$ cat src/rtl/inst_fetch_ctrl.sv
// Instruction fetch controller: owns the PC, drives the ROM port and registers the IF/ID word.
// Optional misaligned-target redirect is enabled by defining FETCH_ALIGN_CHECK_EN.

`ifndef CHIP_ENABLE
`define CHIP_ENABLE 1'b1
`endif
`ifndef CHIP_DISABLE
`define CHIP_DISABLE 1'b0
`endif

module inst_fetch_ctrl #(
    parameter logic [31:0] RESET_PC   = 32'h0000_0000,
    parameter logic [31:0] EXC_VECTOR = 32'h0000_0020
) (
    input  logic        clk,
    input  logic        rst,
    input  logic        stall_i,
    input  logic        branch_flag_i,
    input  logic [31:0] branch_target_i,
    input  logic        flush_i,
    input  logic [31:0] new_pc_i,
    output logic [31:0] rom_addr_o,
    output logic        rom_ce_o,
    input  logic [31:0] rom_data_i,
    output logic [31:0] if_pc_o,
    output logic [31:0] if_inst_o,
    output logic        if_valid_o,
    output logic        fetch_err_o
);

`ifdef FETCH_ALIGN_CHECK_EN
    localparam bit ALIGN_CHECK = 1'b1;
`else
    localparam bit ALIGN_CHECK = 1'b0;
`endif

    typedef enum logic [1:0] {
        S_IDLE,
        S_FETCH,
        S_HOLD
    } state_t;

    state_t      state_q, state_d;
    logic [31:0] pc_q, pc_d;
    logic        ce_q, ce_d;
    logic [31:0] if_pc_q, if_pc_d;
    logic [31:0] if_inst_q, if_inst_d;
    logic        if_valid_q, if_valid_d;
    logic        pend_vld_q, pend_vld_d;
    logic [31:0] pend_tgt_q, pend_tgt_d;
    logic        err_q, err_d;

    logic        tgt_used;
    logic [31:0] next_pc;

    // A branch seen during a stall takes precedence over the live branch input.
    assign tgt_used = pend_vld_q | branch_flag_i;
    assign next_pc  = pend_vld_q    ? pend_tgt_q :
                      branch_flag_i ? branch_target_i :
                                      pc_q + 32'd4;

    always_ff @(posedge clk) begin
        if (rst) begin
            state_q    <= S_IDLE;
            pc_q       <= RESET_PC;
            ce_q       <= `CHIP_DISABLE;
            if_pc_q    <= 32'h0;
            if_inst_q  <= 32'h0;
            if_valid_q <= 1'b0;
            pend_vld_q <= 1'b0;
            pend_tgt_q <= 32'h0;
            err_q      <= 1'b0;
        end else begin
            state_q    <= state_d;
            pc_q       <= pc_d;
            ce_q       <= ce_d;
            if_pc_q    <= if_pc_d;
            if_inst_q  <= if_inst_d;
            if_valid_q <= if_valid_d;
            pend_vld_q <= pend_vld_d;
            pend_tgt_q <= pend_tgt_d;
            err_q      <= err_d;
        end
    end

    always_comb begin
        state_d    = state_q;
        pc_d       = pc_q;
        ce_d       = ce_q;
        if_pc_d    = if_pc_q;
        if_inst_d  = if_inst_q;
        if_valid_d = if_valid_q;
        pend_vld_d = pend_vld_q;
        pend_tgt_d = pend_tgt_q;
        err_d      = 1'b0;

        if (flush_i) begin
            pc_d       = new_pc_i;
            if_valid_d = 1'b0;
            if_inst_d  = 32'h0;
            pend_vld_d = 1'b0;
            state_d    = S_FETCH;
            ce_d       = `CHIP_ENABLE;
        end else begin
            case (state_q)
                S_IDLE: begin
                    state_d = S_FETCH;
                    ce_d    = `CHIP_ENABLE;
                end
                default: begin
                    if (stall_i) begin
                        state_d = S_HOLD;
                        if (branch_flag_i) begin
                            pend_vld_d = 1'b1;
                            pend_tgt_d = branch_target_i;
                        end
                    end else begin
                        // The word at the current pc is the delay slot and is always captured.
                        if_inst_d  = rom_data_i;
                        if_pc_d    = pc_q;
                        if_valid_d = 1'b1;
                        pc_d       = next_pc;
                        pend_vld_d = 1'b0;
                        state_d    = S_FETCH;
                        if (ALIGN_CHECK && tgt_used && (next_pc[1:0] != 2'b00)) begin
                            pc_d  = EXC_VECTOR;
                            err_d = 1'b1;
                        end
                    end
                end
            endcase
        end
    end

    assign rom_addr_o  = pc_q;
    assign rom_ce_o    = ce_q;
    assign if_pc_o     = if_pc_q;
    assign if_inst_o   = if_inst_q;
    assign if_valid_o  = if_valid_q;
    assign fetch_err_o = err_q;

endmodule

$ cat config.mk
export PLATFORM = sky130hd
export DESIGN_NAME = inst_fetch_ctrl
export DESIGN_NICKNAME = d
export VERILOG_FILES = /design/src/rtl/inst_fetch_ctrl.sv
export SDC_FILE = /design/constraint.sdc
export NUM_CORES = 1
export LEC_CHECK = 0
export ABC_AREA = 1
export CORE_MARGIN = 2
export CORE_UTILIZATION = 40
export DETAILED_ROUTE_END_ITERATION = 6
export PLACE_DENSITY_LB_ADDON = 0.3
export SLEW_MARGIN = 20
export SYNTH_ARGS = -nofsm -noshare
export SYNTH_HDL_FRONTEND = slang
export SYNTH_SLANG_ARGS = --single-unit
$ cat constraint.sdc
create_clock -name clk -period 1.7 [get_ports clk]
set_clock_uncertainty 0.15 [all_clocks]
set_input_delay 0.34 -clock clk [delete_from_list [all_inputs] [get_ports clk]]
set_output_delay 0.34 -clock clk [all_outputs]
set_load 0.02 [all_outputs]
==> results.toml <==
[worst_setup_path]
crit_cells = 10
cp-end-kind = "register"
crit_fanout = 5
r2r_slack_ns = -0.003
crit_buf_inv = 1
slowest_delay_ns = 0.38
cp.required_ns = 1.91
critPathSlowestCell = "dfxtp_4"
reg2regPathDepth = 10
cp-start-kind = "register"
crit_top_cell = "nand2_1"
critPathTopFamily = "simple AND/OR/NAND/NOR gates"
arrival_ns = 1.91
cp_cell_sequence = "inv_2 -> nor2_4 -> nand2_4 -> nor2_4 -> nand2_1 -> nand2_1 -> nand3_2 -> nand3_1 -> nand2_1 -> a21oi_1"
crit_type = "reg -> reg"

[pwr]
leakagePower_nw = 4.225
ir_drop_uv = 799.2
powerDensity_nw_per_um2 = 874.7

[clocking]
cts_tree = "done"
htreeDepth = 4
holdBufCountCts = 0
cts_root_buffer = "clkbuf_16"
clk_pin_slew_ns = 0.06
clk_latency_ns = 0.43
cts_buffers = 17
clk_path_buf_depth = 2
cts.sinks = 133

[route]
vias = 7162
wire_per_inst_um = 16.29
firstDrtPassIters = 5
wl_mm = 22.43
final_antenna_net_count = 0
drtIter0Drc = 759
vias_per_cell = 5.201
drc = 0

[timing]
final_hold_viol_count = 0
fmax_mhz = 587.3
worst_slack_ns = -0.002850
setup_tns_ns = -0.003002
fin_crit_ns = 1.703
maxSlewViolCount = 0
rsz0062_at_grt = "yes"
finalCritPeriodShare_pct = 100.2
setup_violations = 2

[yosys]
yosys-top-cells-count = "nand2_1 (197), dfxtp_1 (133), a21oi_1 (111)"
synth_most_common_cell = "nand2_1"
synth_enable_flop_cells = 0
syn_area_per_cell_um2 = 6.962
ys_types = 36
syn_nets = 1000
yosysSeqAreaShare_pct = 42.59
syn_inst = 898
synth_top_area_share_pct = 42.59
yosysTopAreaCell = "dfxtp_1"
syn_area_um2 = 6252
yosysWarnings = 0
ys_async_sr_fraction_pct = 0
synth_area_leaders = "dfxtp_1 (43%), nand2_1 (12%), a21oi_1 (8.9%)"
ys_seq_elements = 133
ys.flop_type = "dfxtp_1"

[die]
die_x_um = 129.0
core-area_um2 = 15260
io_pins = 200
die_h_um = 129.0
floorplan.initialDensity_pct = 40.98
row_count = 45
die-area_um2 = 16650

[status]
violations = "negative setup slack"
status = "finished with violations"

[grt]
grt_usage_pct = 26.93
grt_max_degree = 38
grt_antenna_before_repair = 0
grt-ovfl-total = 0
grt_pass1_vias = 6686
grt_pass1_wl_mm = 34.73

[placed_design]
dp_hpwl_mm = 15.95
port_buffers = 198
routabilityCongestion = 0.9336
dp.cells = 1340

[min_path]
hold_path.class = "in -> reg"
worstHoldPathCells = 2

[cells_and_area]
nFillCells = 1311
area_growth_pct = 57.37
diodes = 0
instances_no_fill = 1377
final_net_count = 1257
utilization_pct = 64.49
drive_above_1_share_pct = 21.96

[run]
cap_violations = 0
-- layout by cell type (no fill, tap or decap), types with 11 or more instances in the layout --
cell type,n
clkdlybuf4s15_2,22
dlygate4sd2_1,69
dfxtp_1,106
nor2_1,97
nand2_2,13
o21ai_0,76
nor2_4,15
clkdlybuf4s50_1,99
inv_1,60
a22oi_1,23
a21oi_1,107
clkbuf_16,17
or2_2,11
nand2_1,189
nor2_2,11
nand3_1,35
dfxtp_2,18
buf_4,83
-- timing repair --
action | in CTS | in global routing
pin swaps | 9 | 18
resized for setup | 172 | 76
hold endpoints to repair | 0 | 0
buffers inserted | 4 | 2
endpoints found under the setup margin | 115 | 43
cloned | 1 | 0
-- registers in the layout, summed over array words and instances, names as in the netlist --
signal	count
pend_vld_q	1
pend_tgt_q	32
rom_ce_o	1
rom_addr_o	32
state_q	2
if_inst_o	32
if_pc_o	32
if_valid_o	1
-- layer usage --
| layer | vias up | part of all wire, % | track usage (%) |
|---|---|---|---|
| met5 | - | 0 | 0 |
| met3 | 42 | 8.6 | 6.689 |
| met4 | 0 | 2.8 | 12.15 |
| li1 | 3473 | - | - |
| met1 | 3311 | 41 | 34.85 |
| met2 | 336 | 47 | 42.70 |
-- stage by stage --
stage	area, um2	worst slack, ns	total power, mW	hold slack (ns)
2_1_floorplan	6262	0.01115	4.068	0.2797
3_3_place_gp	9012	-0.2669	4.845	0.2864
3_5_place_dp	9012	-0.3263	4.860	0.2918
4_1_cts	9648	-0.006609	8.596	0.01321
5_1_grt	9839	-0.08563	8.929	0.01110
6_report	9839	-0.002850	8.606	0.01390
-- worst register-to-register path: stages, from the launching register on --
cell	delay, ns
dfxtp_4	0.38
inv_2	0.06
nor2_4	0.18
nand2_4	0.16
nor2_4	0.19
nand2_1	0.06
nand2_1	0.07
nand3_2	0.09
nand3_1	0.08
nand2_1	0.08
a21oi_1	0.12
-- layout make-up --
cell class | count | area, um2 | share of cell area [%]
Sequential cell | 133 | 2719 | 27.63
Timing Repair Buffer | 292 | 2730 | 27.75
Clock buffer | 21 | 480.5 | 4.883
Clock inverter | 9 | 126.4 | 1.284
Inverter | 65 | 244.0 | 2.480
Multi-Input combinational cell | 646 | 3276 | 33.29
Tap cell | 211 | 264.0 | 2.683
-- logic make-up after synthesis --
family	count (synthesis)	synth area share [%]
adder cells (fa/ha/maj)	1	0.2001
buffers and inverters	120	8.165
other	1	0.05998
XOR/XNOR	8	1.121
AND/OR/NAND/NOR	387	26.10
AO/OA/AOI/OAI	248	21.77
flip-flops	133	42.59
-- power breakdown --
group,internal [mW],total [mW],switching (mW),leakage [nW]
sequential,3.27,3.39,0.124,1.10
clock,2.43,3.82,1.38,0.301
combinational,0.665,1.40,0.736,2.83
total,6.36,8.61,2.24,4.22
-- path summary, 6_finish.rpt --
| path | start | end |
|---|---|---|
| worst max-delay path | rom_addr_o[2] | rom_addr_o[19] |
| worst min-delay path | rst | state_q[1] |
| worst max register to register | rom_addr_o[2] | rom_addr_o[19] |
| worst min register to register | pend_tgt_q[5] | pend_tgt_q[5] |
(Power assumes the default switching activity.)
